## config.mk

```make
export PLATFORM = sky130hd
export DESIGN_NAME = lcd_bus_decoder
export DESIGN_NICKNAME = d
export VERILOG_FILES = /design/src/rtl/lcd_bus_decoder.sv
export SDC_FILE = /design/constraint.sdc
export NUM_CORES = 1
export LEC_CHECK = 0
export BUFFER_PORTS_ARGS = -buffer_cell sky130_fd_sc_hd__buf_2
export CAP_MARGIN = 20
export CORE_ASPECT_RATIO = 1.2
export CORE_UTILIZATION = 33
export CTS_CLUSTER_DIAMETER = 100
export DETAILED_ROUTE_END_ITERATION = 8
export PLACE_DENSITY = 0.48
export SYNTH_ARGS = -nofsm -noshare
export SYNTH_HDL_FRONTEND = slang
export SYNTH_SLANG_ARGS = --single-unit
```

## constraint.sdc

```tcl
create_clock -name clk -period 3.9 [get_ports clk]
set_input_delay 0.39 -clock clk [delete_from_list [all_inputs] [get_ports clk]]
set_output_delay 0.39 -clock clk [all_outputs]
set_load 0.01 [all_outputs]
```

## src/rtl/lcd_bus_decoder.sv

```systemverilog
// Panel-side decoder for the HD44780-style 4-bit character-LCD bus: rebuilds bytes, tracks controller state, emits visible character writes.
// Optional shadow screen buffer behind rd_pos/rd_data is compiled in with `define LCD_SHADOW_EN.
module lcd_bus_decoder #(
  parameter int MIN_E_HIGH = 4
) (
  input  logic       clk,
  input  logic       rst_n,
  input  logic       sf_e,
  input  logic       lcd_e,
  input  logic       lcd_rs,
  input  logic       lcd_rw,
  input  logic [3:0] lcd_db,
  output logic       byte_valid,
  output logic       byte_rs,
  output logic [7:0] byte_data,
  output logic       mode4,
  output logic [6:0] ddram_addr,
  output logic       disp_on,
  output logic       cursor_on,
  output logic       blink_on,
  output logic       clear_pulse,
  output logic       char_we,
  output logic [4:0] char_pos,
  output logic [7:0] char_data,
  input  logic [4:0] rd_pos,
  output logic [7:0] rd_data
);

  typedef enum logic [1:0] {BOOT8, HI, LO} state_t;

  localparam int CW = $clog2(MIN_E_HIGH + 1);
  localparam logic [CW-1:0] HI_MAX = CW'(MIN_E_HIGH);

  // {sf_e, e, rs, rw, db[3:0]}
  logic [7:0] sync1, sync2;
  logic       s_sf, s_e, s_rs, s_rw;
  logic [3:0] s_db;

  always_ff @(posedge clk or negedge rst_n) begin
    if (!rst_n) begin
      sync1 <= '0;
      sync2 <= '0;
    end else begin
      sync1 <= {sf_e, lcd_e, lcd_rs, lcd_rw, lcd_db};
      sync2 <= sync1;
    end
  end

  assign {s_sf, s_e, s_rs, s_rw, s_db} = sync2;

  // hi_cnt saturates; a fall only counts once e has been high long enough.
  logic [CW-1:0] hi_cnt;
  logic          p_rs, p_rw;
  logic [3:0]    p_db;
  logic          strobe;

  always_ff @(posedge clk or negedge rst_n) begin
    if (!rst_n) begin
      hi_cnt <= '0;
      p_rs   <= 1'b0;
      p_rw   <= 1'b0;
      p_db   <= '0;
    end else begin
      if (!s_e)                hi_cnt <= '0;
      else if (hi_cnt < HI_MAX) hi_cnt <= hi_cnt + 1'b1;
      p_rs <= s_rs;
      p_rw <= s_rw;
      p_db <= s_db;
    end
  end

  assign strobe = !s_e && (hi_cnt == HI_MAX) && s_sf;

  // 2-line DDRAM map: line0 0x00-0x27, line1 0x40-0x67, wrapping between them.
  function automatic logic [6:0] addr_step(input logic [6:0] a, input logic inc);
    logic [6:0] r;
    if (inc) begin
      if (a == 7'h27)      r = 7'h40;
      else if (a == 7'h67) r = 7'h00;
      else                 r = a + 7'd1;
    end else begin
      if (a == 7'h40)      r = 7'h27;
      else if (a == 7'h00) r = 7'h67;
      else                 r = a - 7'd1;
    end
    return r;
  endfunction

  state_t     state, nxt_state;
  logic [3:0] hold, nxt_hold;
  logic [6:0] nxt_addr;
  logic       id, nxt_id, cg, nxt_cg;
  logic       nxt_disp, nxt_cur, nxt_blink;
  logic       nxt_bv, nxt_brs, nxt_clr, nxt_we;
  logic [7:0] nxt_bdata, nxt_cdata, cmd;
  logic [4:0] nxt_pos;

  always_ff @(posedge clk or negedge rst_n) begin
    if (!rst_n) begin
      state       <= BOOT8;
      hold        <= '0;
      ddram_addr  <= '0;
      id          <= 1'b1;
      cg          <= 1'b0;
      disp_on     <= 1'b0;
      cursor_on   <= 1'b0;
      blink_on    <= 1'b0;
      byte_valid  <= 1'b0;
      byte_rs     <= 1'b0;
      byte_data   <= '0;
      clear_pulse <= 1'b0;
      char_we     <= 1'b0;
      char_pos    <= '0;
      char_data   <= '0;
    end else begin
      state       <= nxt_state;
      hold        <= nxt_hold;
      ddram_addr  <= nxt_addr;
      id          <= nxt_id;
      cg          <= nxt_cg;
      disp_on     <= nxt_disp;
      cursor_on   <= nxt_cur;
      blink_on    <= nxt_blink;
      byte_valid  <= nxt_bv;
      byte_rs     <= nxt_brs;
      byte_data   <= nxt_bdata;
      clear_pulse <= nxt_clr;
      char_we     <= nxt_we;
      char_pos    <= nxt_pos;
      char_data   <= nxt_cdata;
    end
  end

  assign mode4 = (state != BOOT8);
  assign cmd   = {hold, p_db};

  always_comb begin
    nxt_state = state;
    nxt_hold  = hold;
    nxt_addr  = ddram_addr;
    nxt_id    = id;
    nxt_cg    = cg;
    nxt_disp  = disp_on;
    nxt_cur   = cursor_on;
    nxt_blink = blink_on;
    nxt_bv    = 1'b0;
    nxt_brs   = byte_rs;
    nxt_bdata = byte_data;
    nxt_clr   = 1'b0;
    nxt_we    = 1'b0;
    nxt_pos   = char_pos;
    nxt_cdata = char_data;
    if (strobe) begin
      case (state)
        BOOT8: if (!p_rs && !p_rw && p_db == 4'h2) nxt_state = HI;
        HI: begin
          nxt_hold  = p_db;
          nxt_state = LO;
        end
        LO: begin
          nxt_state = HI;
          // Reads still consume a phase, so they realign the nibble pairing.
          if (!p_rw) begin
            nxt_bv    = 1'b1;
            nxt_brs   = p_rs;
            nxt_bdata = cmd;
            if (p_rs) begin
              if (!cg) begin
                if (ddram_addr[5:4] == 2'b00) begin
                  nxt_we    = 1'b1;
                  nxt_pos   = {ddram_addr[6], ddram_addr[3:0]};
                  nxt_cdata = cmd;
                end
                nxt_addr = addr_step(ddram_addr, id);
              end
            end else begin
              if (cmd[7]) begin
                nxt_addr = cmd[6:0];
                nxt_cg   = 1'b0;
              end else if (cmd[6]) begin
                nxt_cg = 1'b1;
              end else if (cmd[5]) begin
                if (cmd[4]) nxt_state = BOOT8;
              end else if (cmd[4]) begin
                if (!cmd[3]) nxt_addr = addr_step(ddram_addr, cmd[2]);
              end else if (cmd[3]) begin
                {nxt_disp, nxt_cur, nxt_blink} = cmd[2:0];
              end else if (cmd[2]) begin
                nxt_id = cmd[1];
              end else if (cmd[1]) begin
                nxt_addr = '0;
              end else if (cmd[0]) begin
                nxt_addr = '0;
                nxt_id   = 1'b1;
                nxt_clr  = 1'b1;
              end
            end
          end
        end
        default: nxt_state = BOOT8;
      endcase
    end
  end

`ifdef LCD_SHADOW_EN
  logic [7:0] scr [32];

  always_ff @(posedge clk or negedge rst_n) begin
    if (!rst_n) begin
      for (int i = 0; i < 32; i++) scr[i] <= 8'h20;
      rd_data <= 8'h20;
    end else begin
      if (nxt_clr) begin
        for (int i = 0; i < 32; i++) scr[i] <= 8'h20;
      end else if (nxt_we) begin
        scr[nxt_pos] <= nxt_cdata;
      end
      rd_data <= scr[rd_pos];
    end
  end
`else
  logic unused_rd_pos;
  assign unused_rd_pos = ^rd_pos;
  assign rd_data       = 8'h20;
`endif

endmodule

```

==> results of run 1 <==
[worst max-delay path by stage]
stage / startpoint / endpoint / slack, ns
finish: hi_cnt[0] / char_data[5] / 1.37
global route: hi_cnt[0] / char_data[5] / 1.13
CTS: hi_cnt[0] / char_data[5] / 1.30
detailed placement: hi_cnt[0] / char_data[6] / 1.33
global placement: hi_cnt[0] / char_pos[3] / 1.35
floorplan: ddram_addr[0] / ddram_addr[4] / 1.90
[power by group through the flow]
stage | Combinational, mW | Clock (mW) | Sequential [mW]
after floorplan | 0.0419 | 0 | 0.746
after detailed placement | 0.0567 | 0 | 0.757
after global routing | 0.0651 | 0.660 | 0.745
after global placement | 0.0537 | 0 | 0.756
after CTS | 0.0568 | 0.629 | 0.743
final | 0.0548 | 0.609 | 0.742
[registers in the layout (all words and copies together), names as in the netlist, 4 cells and up]
name        cells
p_db            4
sync1           8
sync2           8
byte_data       8
ddram_addr      7
hold            4
char_pos        5
char_data       8
[cell families after synthesis]
kind of cell             after synthesis  share of synthesized area
AO/OA/AOI/OAI                         55                      0.118
XOR/XNOR                               6                     0.0167
adder cells (fa/ha/maj)                4                     0.0159
buffers and inverters                 34                     0.0532
flip-flops                            68                      0.541
multiplexers                          23                     0.0866
other                                  2                    0.00238
AND/OR/NAND/NOR                       97                      0.166
[cell usage in the layout, fill, tap and decap left out, types with 2 or more instances in the layout]
master and instances:
clkbuf_8 9, buf_2 45, ha_1 4, o21ai_0 6, o21ai_1 2, and2_1 5, mux2_4 5, inv_1 6
nand4b_1 2, a221oi_1 2, conb_1 8, inv_6 4, nand2_1 39, a211o_1 2, nand3b_1 2, a211oi_1 2
mux2i_1 4, a21o_1 3, nor3b_1 2, nor2_1 12, a22oi_1 2, nand2b_1 8, xnor2_1 5, mux2_2 14
o31ai_1 3, nor3_1 4, o21a_1 2, or3_1 2, nand3_1 3, a21oi_1 13, clkinvlp_4 2, nor4_1 2
o21bai_1 2, a31oi_1 6, nand4_1 5, dfrtp_1 67, nor4b_1 2, nor2b_1 2
[stage by stage]
stage | util | cells | hold slack [ns] | setup WS [ns]
floorplan | - | 295 | 0.0944 | 1.90
global placement | 0.372 | 434 | 0.332 | 1.35
detailed placement | 0.372 | 434 | 0.335 | 1.33
CTS | 0.394 | 450 | 0.0704 | 1.30
global route | 0.394 | 450 | 0.114 | 1.13
finish | 0.394 | 450 | 0.0615 | 1.37
[layer usage]
layer	track usage	vias up	wire [um]
met5	0	-	0
met4	0.0805	0	109
met3	0.0286	10	274
met2	0.259	59	3410
met1	0.197	1087	3280
li1	-	1072	-
[cell type report]
type                            count  share of cell area
Inverter                            7             0.00761
Tap cell                          120              0.0415
Clock buffer                        9              0.0342
Multi-Input combinational cell    193               0.360
Sequential cell                    68               0.471
Clock inverter                      7              0.0221
Timing Repair Buffer               46              0.0643
==> results.md, run 1 <==
* Largest net degree at the start of global routing at 41
* Clock Power Share at 0.433
* Arr. time, crit path at about 2.8 ns
* GRT Residual Overflow at 0
* Synth-to-layout area growth at 14.9%
* Max-Cap Viols at 0
* Peak supply drop at roughly 0.25 mV
* CP Depth at 7
* Clock skew at about 0.0084 ns
* Worst r2r src: hi_cnt[0]
* Die Ht at between 100 and 150 um
* First-pass GRT wire length at about 12000 um
* Vias per inst at 4.95
* Post-synthesis register bit count at 68
* Core ar. at ~9200 sq um
* CP endpoint kind: flop
* Outcome: finished, final reports clean
* Share of cells above drive strength 1 at 0.267
* Largest cells by area after synthesis: dfrtp_1 53%, mux2_2 5.0%, nand2_1 4.6%
* Filler Cells Inserted at around 930
* Synth top area share at 0.532
* Async set or reset register ratio after synthesis at 1.00
* Tot GR Track Use at 0.157
* Yosys cell types at between 50 and 60
* Dpl cell area at 3410 sq um
* Required time worst endpoint at ~4.1 ns
* RSZ-0062 raised after global routing: false
* Avg Inst Size Synth at between 10 and 15 sq um
* DP HPWL at ~4500 um
* Sequential area share after synthesis at 0.541
* Relative slew slack at 0.400
* Cell area after layout at about 3600 sq um
* Post-synthesis cell area at around 3100 sq um
* FF-to-FF path depth at 7
* Avg WL per Cell at about 16 um
* Storage cell area at roughly 1700 sq um
* Post_cts resized at 0
* Most common cell in the netlist: dfrtp_1
* Post-Synthesis Cells at roughly 290
* # diodes at 0
* Sink Count at 68
* Reg clk slew, reported paths at 0.08 ns
* CP max FO at 16
* Max incr delay on CP at roughly 0.54 ns
* Type of origin of the critical path: flop
* Num rows at 38
* Antenna-violating nets left at 0
* Post-synth EDFFs at 0
* Nets at 344
* Vias in the first global route at about 2200
* Vias at roughly 2200
* Hold crit path type: input port to async pin
* Boundary Pins at between 50 and 60
* Detailed Route WL at 7080 um
* Number of I/O port buffers at 45
* Primary FF master, synth: dfrtp_1
* Design Power at around 1.4 mW
* Setup bufs post-CTS at 0
* Clk buf depth at 2
* Initial Util at 0.343
* Die width at around 90 um
* CP cell instances: inv_1, ha_1, nand4b_2, or3_1, clkinv_2, nand4b_4, mux2_4
* Initial antenna violation count at 0
* # DRC at 0
* CTS buffer count at 9
* Root buf cell: clkbuf_8
* Slowest-stage cell, CP: or3_1
* Reg2Reg Setup Slack at 1.37 ns
* Crit-path leading delay family: simple AND/OR/NAND/NOR gates
* Fmax at about 400 MHz
* Internal power at around 1.0 mW
* Hold buffers post-CTS at 0
* Gate power share at 0.039
* Static leakage at 1.83 nW
* Final setup fails at 0
* Fin. Hold Viols at 0
* Yosys top cell by area: dfrtp_1
* Syn. warnings at 0
* Crit Path Category: flop to flop
* Max-slew violations at 0
* Cell Pwr Density at 389 nW/um^2
* Switching power at ~360 uW
* Worst flop-to-flop path endpoint: char_data[5]
* Placer congestion estimate at between 0.7 and 0.8
* Die ar. at slightly below 10000 sq um
* Pre-antenna DRT Iters at 4
* Switching Fraction at 0.255
* Worst slew pin tran at between 0.8 and 0.9 ns
* Tcrit/Tclk final at 0.648
* Reg power frac at 0.528
* Synth cell count leaders: 67 x dfrtp_1, 39 x nand2_1, 15 x clkbuf_1, 14 x mux2_2, 13 x a21oi_1
* Worst-Skew Late Latency at between 0.3 and 0.4 ns
* CTS tree: built
* Buf/Inv on CP at 2
* Fin crit period at ~2.5 ns
* Multi-input logic area at about 1300 sq um
* H-tree depth at 3
* Sum of negative setup slack at 0 ns
* DRT iter0 DRCs at 66
Power figures use the tool's default switching activity.
==> run 2, diff against run 1 <==
==> constraint.sdc (replaced) <==
create_clock -name clk -period 2.5 [get_ports clk]
set_input_delay 0.25 -clock clk [delete_from_list [all_inputs] [get_ports clk]]
set_output_delay 0.25 -clock clk [all_outputs]
set_load 0.01 [all_outputs]
==> results.md, run 2 (synthesis results as in run 1) <==
* Outcome: finished, final reports clean
* Root buf cell: clkbuf_8
* Dpl cell area at 3520 sq um (+3.2%)
* Reg clk slew, reported paths at 0.08 ns (about the same)
* Vias in the first global route at 2377 (+7.7%)
* Worst-Skew Late Latency at 0.36 ns (about the same)
* DRT iter0 DRCs at 105 (+59%)
* RSZ-0062 raised after global routing: false
* Boundary Pins at 59 (unchanged)
* Die width at 91.2 um (unchanged)
* DP Cell Count at 447 (+3.0%)
* CP max FO at 16 (unchanged)
* Die ar. at 9940 sq um (unchanged)
* Crit Path Category: flop to flop
* First-pass GRT wire length at 12100 um (+3.6%)
* Largest net degree at the start of global routing at 44 (+7.3%)
* Fmax at 455 MHz (+15%)
* Fin crit period at 2.20 ns (-0.327 ns)
* Number of I/O port buffers at 45 (unchanged)
* Max-Cap Viols at 0 (unchanged)
* Relative slew slack at 0.572 (+0.171)
* Tot GR Track Use at 0.160 (+0.00297)
* Detailed Route WL at 7210 um (+2.0%)
* CP endpoint kind: flop
* Die Ht at 109 um (unchanged)
* Synth-to-layout area growth at 21.3%
* GRT Residual Overflow at 0 (unchanged)
* # diodes at 0 (unchanged)
* Type of origin of the critical path: flop
* Arr. time, crit path at 2.44 ns (-0.33 ns)
* Pre-antenna DRT Iters at 4 (unchanged)
* Worst slew pin tran at 0.643 ns (-0.257 ns)
* Core ar. at 9180 sq um (unchanged)
* Initial Util at 0.343 (unchanged)
* Max-slew violations at 0 (unchanged)
* Core Util, Final at 0.416 (+0.0221)
* Most frequent cells in the layout: 67 x dfrtp_1, 45 x buf_2, 39 x nand2_1
* Clk buf depth at 2 (unchanged)
* Share of cells above drive strength 1 at 0.287 (+0.0203)
* Sink Count at 68 (unchanged)
* FF-to-FF path depth at 7 (unchanged)
* H-tree depth at 3 (unchanged)
* Filler Cells Inserted at 915 (-1.5%)
* # DRC at 0 (unchanged)
* Cell area after layout at 3820 sq um (+5.6%)
* Design Power at 2.22 mW (+58%)
* Clock skew at 0.0146 ns (+0.00622 ns)
* Sum of negative setup slack at 0 ns (unchanged)
* Post-route insts no fill at 472 (+4.9%)
* CTS buffer count at 9 (unchanged)
* Vias per inst at 5.03 (+1.7%)
* Nets at 366 (+6.4%)
* CTS tree: built
* Antenna-violating nets left at 0 (unchanged)
* Hold crit path type: flop to flop
* Worst hold stages at 0
* Static leakage at 1.94 nW (+6.0%)
* Placer congestion estimate at 0.799 (+2.7%)
* Vias at 2376 (+6.6%)
* Fin. Hold Viols at 0 (unchanged)
* Peak supply drop at 0.367 mV (+46%)
* Cell Pwr Density at 581 nW/um^2 (+50%)
* Tcrit/Tclk final at 0.879 (+0.232)
* Num rows at 38 (unchanged)
* Avg WL per Cell at 15.3 um (-2.8%)
* Commonest non-fill, non-tap cell in the layout: dfrtp_1
* Required time worst endpoint at 2.75 ns (-1.39 ns)
* Final setup fails at 0 (unchanged)
* Initial antenna violation count at 0 (unchanged)
* DP HPWL at 4790 um (+6.0%)
[run 2: cell count changes in the layout (fill, tap and decap cells not counted)]
| cell | delta |
|---|---|
| inv_6 | -1 |
| dlygate4sd3_1 | +9 |
| buf_4 | +12 |
| inv_8 | +1 |
| buf_12 | +1 |
[run 2: cell type report]
class                           count  area, sq um  share of cell area
Clock inverter                      7         82.6              0.0216
Tap cell                          120          150              0.0393
Sequential cell                    68         1700               0.446
Multi-Input combinational cell    193         1300               0.341
Inverter                            7         27.5             0.00720
Timing Repair Buffer               68          433               0.113
Clock buffer                        9          124              0.0324
[run 2: critical path, cell delays in order (launching register included)]
cell and delay (ns):
dfrtp_1 0.41, inv_1 0.07, ha_1 0.15, nand4b_2 0.16, or3_1 0.40, clkinv_2 0.15
nand4b_4 0.33, mux2_4 0.41
[run 2: path summary, 6_finish.rpt]
path | end | startpoint | slack, ns
setup / recovery | char_data[4] | hi_cnt[0] | 0.30
hold / removal | sync2[3] | sync1[3] | 0.34
setup reg to reg | char_data[4] | hi_cnt[0] | 0.30
hold reg to reg | sync2[3] | sync1[3] | 0.34
max in group asynchronous | id | rst_n | 1.36
min in group asynchronous | ddram_addr[3] | rst_n | 0.44
[run 2: power breakdown]
group / leakage [nW] / internal [mW] / switching [mW] / total (mW)
logic: 0.948 / 0.0472 / 0.0572 / 0.104
clock network: 0.0988 / 0.478 / 0.484 / 0.962
registers: 0.893 / 1.13 / 0.0287 / 1.15
total: 1.94 / 1.65 / 0.570 / 2.22
[run 2: stage by stage]
stage / hold WS [ns] / setup slack [ns]
finish: 0.341 / 0.302
global route: 0.357 / 0.139
CTS: 0.342 / 0.254
detailed placement: 0.324 / 0.272
global placement: 0.331 / 0.298
floorplan: -0.0456 / 0.504
[run 2: routing by layer]
metal,global-route usage,part of all wire,wire [um],up-vias
met5,0,0,0,-
met1,0.202,0.45,3240,1163
met4,0.0782,0.029,206,0
met2,0.257,0.47,3420,77
li1,-,-,-,1117
met3,0.0384,0.049,351,19
[run 2: timing repair]
| item | 4_1_cts | 5_1_grt |
|---|---|---|
| hold buffers | 9 | 0 |
| setup buffers | 0 | 0 |
| hold endpoints to repair | 33 | 0 |
| resized for setup | 0 | 0 |
